File: src/rtl/reg_read_stage.sv
// Register-read stage: operand read/bypass, snooping two-entry output buffer, flushable.
// Optional perf counters are built only when RR_PERF_CNT_EN is defined.
module reg_read_stage #(
    parameter int PREG_W    = 6,
    parameter int ROB_IDX_W = 5,
    parameter int OPC_W     = 6
) (
    input  logic                 clk,
    input  logic                 rst_n,
    input  logic                 iss_valid,
    output logic                 iss_ready,
    input  logic [OPC_W-1:0]     iss_opcode,
    input  logic                 iss_alu_en,
    input  logic [PREG_W-1:0]    iss_src1_preg,
    input  logic [PREG_W-1:0]    iss_src2_preg,
    input  logic [PREG_W-1:0]    iss_dst_preg,
    input  logic [ROB_IDX_W-1:0] iss_rob_idx,
    input  logic                 iss_br_taken,
    output logic [PREG_W-1:0]    rf_rd_addr1,
    output logic [PREG_W-1:0]    rf_rd_addr2,
    input  logic [31:0]          rf_rd_data1,
    input  logic [31:0]          rf_rd_data2,
    input  logic                 fwd_valid,
    input  logic [PREG_W-1:0]    fwd_dst,
    input  logic [31:0]          fwd_val,
    input  logic                 flush,
    output logic                 ex_valid,
    input  logic                 ex_ready,
    output logic [OPC_W-1:0]     ex_opcode,
    output logic                 ex_alu_en,
    output logic [31:0]          ex_src1_val,
    output logic [31:0]          ex_src2_val,
    output logic [PREG_W-1:0]    ex_dst_preg,
    output logic [ROB_IDX_W-1:0] ex_rob_idx,
    output logic                 ex_br_taken,
    output logic [31:0]          perf_stall_cnt,
    output logic [31:0]          perf_byp_cnt
);

    typedef struct packed {
        logic [OPC_W-1:0]     opcode;
        logic                 alu_en;
        logic [PREG_W-1:0]    src1_preg;
        logic [PREG_W-1:0]    src2_preg;
        logic [31:0]          src1_val;
        logic [31:0]          src2_val;
        logic [PREG_W-1:0]    dst_preg;
        logic [ROB_IDX_W-1:0] rob_idx;
        logic                 br_taken;
    } pkt_t;

    typedef enum logic [1:0] {
        ST_EMPTY = 2'd0,
        ST_FULL  = 2'd1,
        ST_SKID  = 2'd2
    } state_e;

    // Preg 0 is hard zero; otherwise a matching forward wins over the current value.
    function automatic logic [31:0] resolve_src(input logic [PREG_W-1:0] preg,
                                                input logic [31:0]       cur,
                                                input logic              fv,
                                                input logic [PREG_W-1:0] fd,
                                                input logic [31:0]       fval);
        logic [31:0] res;
        if (preg == {PREG_W{1'b0}}) begin
            res = 32'd0;
        end else if (fv && (fd == preg)) begin
            res = fval;
        end else begin
            res = cur;
        end
        return res;
    endfunction

    function automatic pkt_t snoop(input pkt_t p, input logic fv,
                                   input logic [PREG_W-1:0] fd, input logic [31:0] fval);
        pkt_t r;
        r          = p;
        r.src1_val = resolve_src(p.src1_preg, p.src1_val, fv, fd, fval);
        r.src2_val = resolve_src(p.src2_preg, p.src2_val, fv, fd, fval);
        return r;
    endfunction

    state_e state_q, state_d, state_nxt;
    pkt_t   out_q, out_d, skid_q, skid_d, new_pkt;
    logic   ex_valid_q, ex_valid_d, iss_ready_q, iss_ready_d;
    logic   accept_s, drain_s, capture_s;

    assign rf_rd_addr1 = iss_src1_preg;
    assign rf_rd_addr2 = iss_src2_preg;

    // Next-state, capture and snoop of the output/skid buffer.
    always_comb begin
        accept_s           = iss_valid & iss_ready_q;
        drain_s            = ex_valid_q & ex_ready;
        capture_s          = accept_s & ~flush;
        new_pkt.opcode     = iss_opcode;
        new_pkt.alu_en     = iss_alu_en;
        new_pkt.src1_preg  = iss_src1_preg;
        new_pkt.src2_preg  = iss_src2_preg;
        new_pkt.src1_val   = resolve_src(iss_src1_preg, rf_rd_data1, fwd_valid, fwd_dst, fwd_val);
        new_pkt.src2_val   = resolve_src(iss_src2_preg, rf_rd_data2, fwd_valid, fwd_dst, fwd_val);
        new_pkt.dst_preg   = iss_dst_preg;
        new_pkt.rob_idx    = iss_rob_idx;
        new_pkt.br_taken   = iss_br_taken;
        out_d              = snoop(out_q, fwd_valid, fwd_dst, fwd_val);
        skid_d             = snoop(skid_q, fwd_valid, fwd_dst, fwd_val);
        state_nxt          = state_q;
        case (state_q)
            ST_EMPTY: begin
                if (accept_s) begin
                    out_d     = new_pkt;
                    state_nxt = ST_FULL;
                end else begin
                    state_nxt = ST_EMPTY;
                end
            end
            ST_FULL: begin
                if (accept_s && drain_s) begin
                    out_d     = new_pkt;
                    state_nxt = ST_FULL;
                end else if (accept_s) begin
                    skid_d    = new_pkt;
                    state_nxt = ST_SKID;
                end else if (drain_s) begin
                    state_nxt = ST_EMPTY;
                end else begin
                    state_nxt = ST_FULL;
                end
            end
            ST_SKID: begin
                // skid_d already carries this cycle's snoop, so the moved op is current.
                if (drain_s) begin
                    out_d     = skid_d;
                    state_nxt = ST_FULL;
                end else begin
                    state_nxt = ST_SKID;
                end
            end
            default: begin
                state_nxt = ST_EMPTY;
            end
        endcase
        state_d     = flush ? ST_EMPTY : state_nxt;
        ex_valid_d  = (state_d != ST_EMPTY);
        iss_ready_d = (state_d != ST_SKID);
    end

    // Stage state, buffer entries and registered handshake outputs.
    always_ff @(posedge clk or negedge rst_n) begin
        if (!rst_n) begin
            state_q     <= ST_EMPTY;
            out_q       <= '0;
            skid_q      <= '0;
            ex_valid_q  <= 1'b0;
            iss_ready_q <= 1'b0;
        end else begin
            state_q     <= state_d;
            out_q       <= out_d;
            skid_q      <= skid_d;
            ex_valid_q  <= ex_valid_d;
            iss_ready_q <= iss_ready_d;
        end
    end

    assign iss_ready   = iss_ready_q;
    assign ex_valid    = ex_valid_q;
    assign ex_opcode   = out_q.opcode;
    assign ex_alu_en   = out_q.alu_en;
    assign ex_src1_val = out_q.src1_val;
    assign ex_src2_val = out_q.src2_val;
    assign ex_dst_preg = out_q.dst_preg;
    assign ex_rob_idx  = out_q.rob_idx;
    assign ex_br_taken = out_q.br_taken;

`ifdef RR_PERF_CNT_EN
    function automatic logic [31:0] sat_add(input logic [31:0] a, input logic [1:0] inc);
        logic [32:0] s;
        s = {1'b0, a} + {31'd0, inc};
        return s[32] ? 32'hFFFF_FFFF : s[31:0];
    endfunction

    logic        hit1_s, hit2_s;
    logic [31:0] stall_cnt_q, stall_cnt_d, byp_cnt_q, byp_cnt_d;

    // Saturating stall and capture-time bypass counters.
    always_comb begin
        hit1_s      = (iss_src1_preg != {PREG_W{1'b0}}) & fwd_valid & (fwd_dst == iss_src1_preg);
        hit2_s      = (iss_src2_preg != {PREG_W{1'b0}}) & fwd_valid & (fwd_dst == iss_src2_preg);
        stall_cnt_d = sat_add(stall_cnt_q, {1'b0, ex_valid_q & ~ex_ready});
        byp_cnt_d   = sat_add(byp_cnt_q, capture_s ? ({1'b0, hit1_s} + {1'b0, hit2_s}) : 2'd0);
    end

    // Counter registers, cleared only by reset.
    always_ff @(posedge clk or negedge rst_n) begin
        if (!rst_n) begin
            stall_cnt_q <= 32'd0;
            byp_cnt_q   <= 32'd0;
        end else begin
            stall_cnt_q <= stall_cnt_d;
            byp_cnt_q   <= byp_cnt_d;
        end
    end

    assign perf_stall_cnt = stall_cnt_q;
    assign perf_byp_cnt   = byp_cnt_q;
`else
    assign perf_stall_cnt = 32'd0;
    assign perf_byp_cnt   = 32'd0;
`endif

endmodule
File: config.mk
export PLATFORM = sky130hd
export DESIGN_NAME = reg_read_stage
export DESIGN_NICKNAME = d
export VERILOG_FILES = /design/src/rtl/reg_read_stage.sv
export SDC_FILE = /design/constraint.sdc
export NUM_CORES = 1
export LEC_CHECK = 0
export BUFFER_PORTS_ARGS = -buffer_cell sky130_fd_sc_hd__buf_2
export CORE_MARGIN = 2
export CORE_UTILIZATION = 45
export DETAILED_ROUTE_END_ITERATION = 10
export PLACE_DENSITY = 0.76
export SETUP_SLACK_MARGIN = 0.1
export SLEW_MARGIN = 5
export SYNTH_ARGS = -nofsm -noshare
export SYNTH_HDL_FRONTEND = slang
export SYNTH_SLANG_ARGS = --single-unit
File: constraint.sdc
create_clock -name clk -period 1.9 [get_ports clk]
set_clock_uncertainty 0.15 [all_clocks]
set_input_delay 0.285 -clock clk [delete_from_list [all_inputs] [get_ports clk]]
set_output_delay 0.285 -clock clk [all_outputs]
set_load 0.1 [all_outputs]
* Yosys cells after proc, flatten, opt, wreduce, memory -nomap -nowiden
Cells that the tools add are included.
Cells by class: mux-type cells 26, equal/unequal tests 12, bitwise operators 3, reductions and logical operators 18
Operator list (number):
- $mux W32 | 12
- $mux W95 | 3
- $pmux W95 S3 | 1
- $mux W76 | 3
- $eq A6 B6 Y1 | 6
- $logic_not A6 Y1 | 6
- $mux W2 | 4
- $ne A2 B2 Y1 const B | 4
- $logic_and A1 B1 Y1 | 7
- $pmux W2 S3 | 1
- $reduce_and A4 Y1 | 1
- $reduce_and A3 Y1 | 1
- $reduce_bool A3 Y1 | 1
- $and A1 B1 Y1 | 2
- $eq A2 B1 Y1 const B | 1
- $eq A2 B2 Y1 const B | 1
- $logic_not A2 Y1 | 1
- $mux W1 | 2
- $reduce_bool A2 Y1 | 1
- $not A1 Y1 | 1
Storage, ports and cells: input port bits 139, register bits after elaboration 194

* Depth between registers and ports, before layout
Gate-level depths: netlist of the first run.
word-level depth 7, gate-level depth with buffers 9, gate-level depth less buffers 7

* Worst setup path after synthesis of the first run
No wires, ideal clock.
path kind flip-flop to flip-flop, from register iss_ready_q (netlist: iss_ready), to register skid_q[45] (netlist name), slack -0.926 ns, stages on the path, launching flop included 10, setup time 0.138 ns, period minus slack after synthesis 2.826 ns, arrival time 2.538 ns, cells stage by stage dfrtp_1 > and2_1 > clkbuf_1 > ha_1 > nor2_1 > and3_1 > clkbuf_1 > nand2_1 > clkbuf_1 > o22ai_1
RTL lines:
- start: declaration | line 86 | logic ex_valid_q, ex_valid_d, iss_ready_q, iss_ready_d;
- start signal: assignment | line 162 | iss_ready_q <= iss_ready_d;
- end signal: assignment | line 160 | skid_q <= skid_d;
- end: declaration | line 85 | pkt_t out_q, out_d, skid_q, skid_d, new_pkt;

==> results summary, run 1 <==
The cell-internal power came out at 10.9 mW. Timing would allow up to ~470 MHz. CTS built an H-tree with a depth of 4. Once layout is complete, the utilization of the core stands at 62.5%.

The die boundary height came out at about 170 um. The initial antenna violation count was 5. The most common library cell in the layout ignoring fill and taps is sky130_fd_sc_hd__nand2_1.

The post-detailed-route DRC marker count came out at 0. The routed wirelength normalized by instance count came out at about 23 um. Setup repair after global routing could not meet its margin everywhere. The layout cell share with drive strength beyond 1 is 45.1%. The maximum net fanout on the critical path is 16. The final worst setup slack is -0.228 ns. The count of filler cells inserted in the layout is 2086. Entering global routing, the biggest net connects 65 pins. The relative contribution of the clock network to total power came out at approximately 17%.

The final max-slew violation count came to 0. The core region is 0.0267 mm2. The biggest cell delay along the critical path is approximately 0.56 ns. The number of setup violations in the final report is 157. The final hold violation count came to 0. The leftover overflow at the end of global routing came out at 0. The clock transition at the registers of the reported paths is 0.09 ns.

The post-synthesis to final-layout area growth came out at 37.4%. The number of global-route vias before repair came out at just over 10000. The full die area is about 0.028 mm2. The fraction of synthesized cell area taken by the top area cell type came out at 40.0%.

In the layout the commonest cells are 266 x sky130_fd_sc_hd__nand2_1, 234 x sky130_fd_sc_hd__buf_2, 191 x sky130_fd_sc_hd__dfrtp_1. The worst setup path is of the register to register kind. The number of DRC markers after the initial detailed-route iteration came out at approximately 970.

The maximum buffer depth of the clock tree is 2. Synthesis produced ~1300 cells. The insertion delay to the later sink of the worst-skew pair is around 0.43 ns. In this run, placement finished with an instance count of 1745. The first detailed-routing pass took 5 iterations. The number of I/O pins is 300.

The worst setup path is captured at a register. The starting density of the core is about 45%. Registers are responsible for between 30% and 40% of the overall power.

The total routing usage reported by global routing is 25.8%. Among all flip-flop cells after synthesis, the most frequent one is sky130_fd_sc_hd__dfrtp_1. Averaged over all synthesized cells, the footprint is about 9.5 um2.

The flow ran to the end, but the final reports show violations. The final weighted congestion in routability-driven placement came out at around 0.84. Summed over all instances, the cell type with the most area after synthesis is sky130_fd_sc_hd__dfrtp_1. The endpoint required time on the critical path came out at around 2.1 ns.

After synthesis, the cell types taking the most area are sky130_fd_sc_hd__dfrtp_1 40%, sky130_fd_sc_hd__buf_4 11%, sky130_fd_sc_hd__mux2i_1 11%. The checks that failed: negative setup slack. The final critical-path required period came out at 2.13 ns.

The portion of the post-synthesis area used by sequential elements came out at between 30% and 40%. Dividing the detail-routed via count by the number of cells gives between 5 and 6. In this run, the combinational gates consume 52.6% of the power. TritonCTS built the clock tree. For this run, asynchronously set or reset flops after synthesis account for 100%. The switching component of the power is around 11 mW. The HPWL after detailed placement is 23.0 mm. The area of placed instances is 0.0134 mm2. At the pin with the least slew margin, the transition time is between 0.5 and 0.6 ns. The footprint of the multi-input gates came out at ~0.0075 mm2. The placement row count is 60. The worst-path cell with the longest stage delay is sky130_fd_sc_hd__or4_4. The count of clock tree sinks is 194. The number of unique standard cell types used by synthesis is about 40.

The flip-flop and latch count after synthesis is between 150 and 200. The routed wire length came out at 42.1 mm. The startpoint type of the worst setup path is a register. Once layout is complete, the cells apart from fillers number between 1500 and 2000. The net count of the finished layout is between 1500 and 2000. The count of nets left with antenna violations once routing finished came out at 0. Across the whole layout, storage elements account for approximately 0.005 mm2. The data arrival time at the worst-slack endpoint is about 2.3 ns. After routing, the total negative slack on setup checks comes to -19.12 ns. The final critical path takes up 112% of the cycle. In this run the static leakage power is 7.26 nW. After global routing, the most crowded layer is met2.

Buffers inserted during clock tree synthesis total 17. In the global route stage, met1 resource usage came out at between 30% and 40%. The final design instance area without fill came out at between 0.015 and 0.02 mm2. The first global-routing pass estimated 57.3 mm of wire.

The count of buffers inserted at the top-level ports is 235. The overall via count from detail_route is 10800. The width of the die is about 170 um. The class of the most critical hold timing path is primary input to register. The power density over cell area came out at 1290 mW/mm2. The worst ir drop on vdd came out at 0.722 mV. The post-synthesis instance area came out at between 0.01 and 0.015 mm2. The total of max-cap violations came out at 0. The fraction of power spent switching nets came out at around 50%. The met3 usage is 4.89%. The critical path goes through or4_4, o31ai_4, buf_12, o221ai_1. The buffer type at the clock tree root is sky130_fd_sc_hd__clkbuf_16. The count of flip-flops with a built-in enable after synthesis came out at 0. The Yosys warning count is 0. The global routing usage on met2 came out at a little over two fifths. The worst pin sits at a relative slew slack of between 60% and 70%.
-- cell usage after synthesis (2+ instances only) --
cell type and n:
sky130_fd_sc_hd__a21boi_0 32, sky130_fd_sc_hd__a21oi_1 3, sky130_fd_sc_hd__a22oi_1 32, sky130_fd_sc_hd__and3_1 33, sky130_fd_sc_hd__buf_1 5, sky130_fd_sc_hd__buf_2 9
sky130_fd_sc_hd__buf_4 180, sky130_fd_sc_hd__buf_6 7, sky130_fd_sc_hd__clkbuf_1 53, sky130_fd_sc_hd__dfrtp_1 194, sky130_fd_sc_hd__ha_1 2, sky130_fd_sc_hd__inv_1 2
sky130_fd_sc_hd__mux2_1 5, sky130_fd_sc_hd__mux2_2 59, sky130_fd_sc_hd__mux2i_1 128, sky130_fd_sc_hd__nand2_1 297, sky130_fd_sc_hd__nand2b_1 2, sky130_fd_sc_hd__nand4_1 5
sky130_fd_sc_hd__nor2_1 6, sky130_fd_sc_hd__nor4_1 5, sky130_fd_sc_hd__nor4_4 4, sky130_fd_sc_hd__o21ai_0 9, sky130_fd_sc_hd__o21ai_1 23, sky130_fd_sc_hd__o221ai_1 64
sky130_fd_sc_hd__o22ai_1 64, sky130_fd_sc_hd__or4_1 2, sky130_fd_sc_hd__xnor2_1 18, sky130_fd_sc_hd__xor2_1 18
-- logic make-up (layout without fill, tap and decap cells) --
| kind of cell | count (synthesis) | in the layout | share of synthesized area [%] |
|---|---|---|---|
| other cells | 1 | 66 | 0.0309 |
| simple gates | 361 | 361 | 12.9 |
| compound gates | 232 | 232 | 13.8 |
| mux | 192 | 192 | 16.5 |
| flops | 194 | 194 | 40.0 |
| fa+ha+maj | 2 | 2 | 0.206 |
| buf+inv | 256 | 420 | 14.0 |
| xor+xnor | 36 | 36 | 2.60 |
-- through the flow --
stage	total power [mW]	setup slack (ns)	hold WS [ns]
final	21.6	-0.228	0.0350
after global routing	22.4	-0.287	0.0433
after CTS	19.4	-0.147	0.0324
after detailed placement	15.4	-0.280	0.107
after global placement	15.1	-0.197	0.106
after floorplan	13.9	-0.275	-0.161
-- sequential cells by signal, indices dropped and copies added, names as in the netlist --
signal	flops
ex_br_taken	1
ex_dst_preg	6
ex_rob_idx	5
ex_opcode	6
ex_src1_val	32
state_q	2
ex_alu_en	1
ex_src2_val	32
iss_ready	1
ex_valid	1
out_q	12
skid_q	95
-- timing repair --
item                                   4_1_cts  5_1_grt
endpoints found under the hold margin       83        0
setup endpoints to repair                  192      193
gates resized for setup                     65      268
pin swaps                                   15       66
gates cloned                                 5       23
buffers inserted                             6       12
hold buffers                                21        0
-- layout make-up --
type                       instances  share of cell area [%]
tap                              341                    2.56
antenna                            2                  0.0300
sequential                       194                    29.1
clock buffer                      18                    2.57
multi-input combinational        887                    45.1
inverter                           2                  0.0450
clock inverter                    14                   0.862
timing repair buffer             386                    19.7
-- worst paths after layout --
check                                start         endpoint  slack (ns)  cells past startpoint
max                              out_q[81]  ex_src2_val[11]       -0.23                      4
min                        rf_rd_data1[18]       skid_q[62]        0.04                      3
max reg2reg                      out_q[81]  ex_src2_val[11]       -0.23                      4
min reg2reg                 ex_dst_preg[4]   ex_dst_preg[4]        0.32                      2
max in group asynchronous            rst_n  ex_src1_val[14]        0.75                      3
min in group asynchronous            rst_n       skid_q[90]        0.19                      2
-- per-layer routing --
metal | share of wire [%] | up-vias
li1 | - | 4747
met1 | 39 | 5382
met2 | 50 | 580
met3 | 7.8 | 106
met4 | 3.0 | 6
met5 | 0.097 | -
-- worst max-delay path: cells and delay by family (launching register included) --
kind	cells	cell delay (ns)
AOI/OAI and AO/OA	2	0.58
DFF	1	0.44
buffers and inverters	1	0.25
and+or+nand+nor	1	0.56
-- power groups by stage --
stage | registers [mW] | logic, mW | clock network [mW]
finish | 6.61 | 11.3 | 3.61
global route | 6.72 | 11.8 | 3.83
global placement | 6.25 | 8.88 | 0
detailed placement | 6.33 | 9.06 | 0
CTS | 6.32 | 9.43 | 3.64
floorplan | 6.25 | 7.70 | 0
No activity file was read; power rests on OpenSTA's default activity.
==> run 2, diff against run 1 <==
--- a/config.mk
+++ b/config.mk
@@ -9,6 +9,7 @@
 export CORE_MARGIN = 2
 export CORE_UTILIZATION = 45
 export DETAILED_ROUTE_END_ITERATION = 10
+export MAX_ROUTING_LAYER = met4
 export PLACE_DENSITY = 0.76
 export SETUP_SLACK_MARGIN = 0.1
 export SLEW_MARGIN = 5
==> results summary, run 2 (same netlist as run 1, synthesis figures left out) <==
The leftover overflow at the end of global routing came out at 0. Along the worst path, the maximum fanout reaches 16. The H-tree depth is 4.

The power density over cell area is between 1000 and 1500 mW/mm2. The number of setup violations in the final report came out at 160. Once detailed placement completed, the half-perimeter wirelength came to about 23 mm. The clock transition at the registers of the reported paths came out at approximately 0.090 ns. The switching component of the power came out at 10.6 mW. The count of buffers inserted at the top-level ports came out at between 200 and 250.

The most critical setup path has its endpoint at ex_src2_val[16]. The total of max-cap violations is 0. The post-detailed-route DRC marker count is 0. The first-pass GRT wire length is 57.3 mm.

The post-layout total power came out at 21.5 mW. The count of clock tree sinks is roughly 190. The layout cell share with drive strength beyond 1 is around 44%.

The width of the die came out at between 150 and 200 um. In the final layout, the multi-input gates occupy between 0.007 and 0.008 mm2. Entering global routing, the biggest net connects 65 pins.

The placed instance count came out at 1745. In this run the critical register-to-register path is launched from out_q[81]. The total routing usage reported by global routing is 26.6%. STA puts the critical path data required time at 2.04 ns. The post-synthesis to final-layout area growth came out at 36.5%. The starting density of the core came out at a little under half. The setup slack of the most critical reg-to-reg path is -0.28 ns.

The overall via count from detail_route is between 10000 and 15000. The number of global-route vias before repair came to around 10000. The data arrival time at the worst-slack endpoint is around 2.3 ns. The insertion delay to the later sink of the worst-skew pair is 0.44 ns.

At the end of routability-driven placement, the weighted congestion stood at 0.858. The actual slew at the worst max-slew pin came out at between 0.5 and 0.6 ns. The detailed-route vias per instance came out at 5.86. The library cells used most frequently in the layout, excluding fill and tap cells, are 266 x sky130_fd_sc_hd__nand2_1, 234 x sky130_fd_sc_hd__buf_2, 191 x sky130_fd_sc_hd__dfrtp_1. Walking the worst path, the cells encountered are or4_4, o31ai_4, buf_12, o221ai_1. More flip-flops sit in one register than any other, and that register is skid_q. The initial antenna violation count came out at 5. The total leakage power is 7.22 nW. The final critical path takes up 115% of the cycle.

The number of nets in the layout came out at 1627. The total CTS buffers is 17. The fraction of power spent switching nets came out at 49.3%. The startpoint type of the worst setup path is a register. The minimum setup slack after placement is -0.280 ns. The checks that failed: negative setup slack.

The final layout contains routed wiring with a total length of 42.4 mm. The longest clock path from root to sink contains 2 buffers. The class of the most critical hold timing path is primary input to register. Once routing completed, OpenROAD measured the worst setup slack at -0.277 ns. For the finished layout, the period the worst path requires is around 2.2 ns. The flip-flop count of the largest register, all copies and words added is 95. In this run the tightest slew margin relative to its limit is about 65%. The die boundary height is 168 um. The worst setup path startpoint is out_q[81]. The placement row count is 60.

The reg-to-reg critical path endpoint is ex_src2_val[16]. The tree is rooted in a sky130_fd_sc_hd__clkbuf_16. TritonCTS built the clock tree. The final hold violation count came out at 0.

The post-layout utilization of the core came out at approximately 62%. The final max-slew violation count is 0. The cell depth of the worst flop-to-flop path came out at 4.

The proportion of power drawn by combinational gates came out at 52.5%. STA classifies the critical path endpoint as a register. The critical path is of the register to register type. The most common library cell in the layout ignoring fill and taps is sky130_fd_sc_hd__nand2_1. The register share of total power is a little under a third. The number of detailed-routing iterations run before antenna repair is 8. The flow ran to the end, but the final reports show violations. The count of filler cells inserted in the layout is ~2100. The number of I/O pins came out at 300. The post-detailed-route count of antenna-violating nets is 0. The final sum of negative setup slack came out at -20.07 ns. The area taken by flip-flops and latches came out at ~0.0049 mm2. Per report_power, the clock group accounts for ~17% of the total.

For this design, the slowest cell found on the critical path is sky130_fd_sc_hd__or4_4. The biggest cell delay along the critical path is ~0.56 ns. In the final routed layout, each cell accounts on average for approximately 23 um. Derived from the worst setup path, the maximum achievable clock frequency is 459 MHz. The number of DRC markers after the initial detailed-route iteration came out at ~900. The cell-internal power is 10.9 mW.

The area of the core is roughly 0.027 mm2. The final non-filler cell total is 1845. Setup repair after global routing could not meet its margin everywhere.

The worst ir drop on vdd is around 0.72 mV. The full die area is 0.0283 mm2.
## run 2: layer usage
| metal | track usage, % | wire [um] |
|---|---|---|
| met2 | 43.7 | 20800 |
| met3 | 4.72 | 3340 |
| met5 | - | 0 |
| met4 | 8.28 | 1690 |
| met1 | 33.5 | 16500 |
## run 2: how the worst min path moves through the flow
stage                         start      endpoint  slack [ns]  cells after the start
floorplan                     rst_n     ex_alu_en       -0.16                      0
global placement              rst_n  ex_opcode[1]        0.11                      1
detailed placement            rst_n  ex_opcode[1]        0.11                      1
CTS                 rf_rd_data1[26]    skid_q[70]        0.03                      3
global route        rf_rd_data1[10]    skid_q[54]        0.04                      3
finish              rf_rd_data1[19]    skid_q[63]        0.04                      3
## run 2: repair_timing
item,in CTS,in global routing
hold buffers,21,0
hold endpoints to repair,83,0
cloned,5,21
setup endpoints to repair,192,193
pin swaps,15,65
resized for setup,65,253
setup buffers,6,12
## run 2: final cells by class
| class | count | share of cell area, % |
|---|---|---|
| Antenna cell | 5 | 0.0755 |
| Clock buffer | 18 | 2.59 |
| Clock inverter | 14 | 0.868 |
| Inverter | 2 | 0.0453 |
| Multi-Input combinational cell | 887 | 44.9 |
| Sequential cell | 194 | 29.3 |
| Tap cell | 341 | 2.57 |
| Timing Repair Buffer | 384 | 19.6 |
## run 2: power groups by stage
stage,sequential [mW],combinational (mW),clock [mW]
2_1_floorplan,6.25,7.70,0
3_3_place_gp,6.25,8.88,0
3_5_place_dp,6.33,9.06,0
4_1_cts,6.32,9.43,3.64
5_1_grt,6.72,11.7,3.82
6_report,6.61,11.3,3.60
## run 2: stage by stage
| stage | hold slack (ns) | area [um2] |
|---|---|---|
| floorplan | -0.161 | 12600 |
| global placement | 0.106 | 13400 |
| detailed placement | 0.107 | 13400 |
| CTS | 0.0324 | 14700 |
| global route | 0.0425 | 16600 |
| finish | 0.0421 | 16600 |
## run 2: worst max-delay path, delay by kind of cell, from the launching register on
family | cells | cell delay [ns]
and+or+nand+nor | 1 | 0.56
buffers and inverters | 1 | 0.24
AOI/OAI and AO/OA | 2 | 0.61
DFF | 1 | 0.44
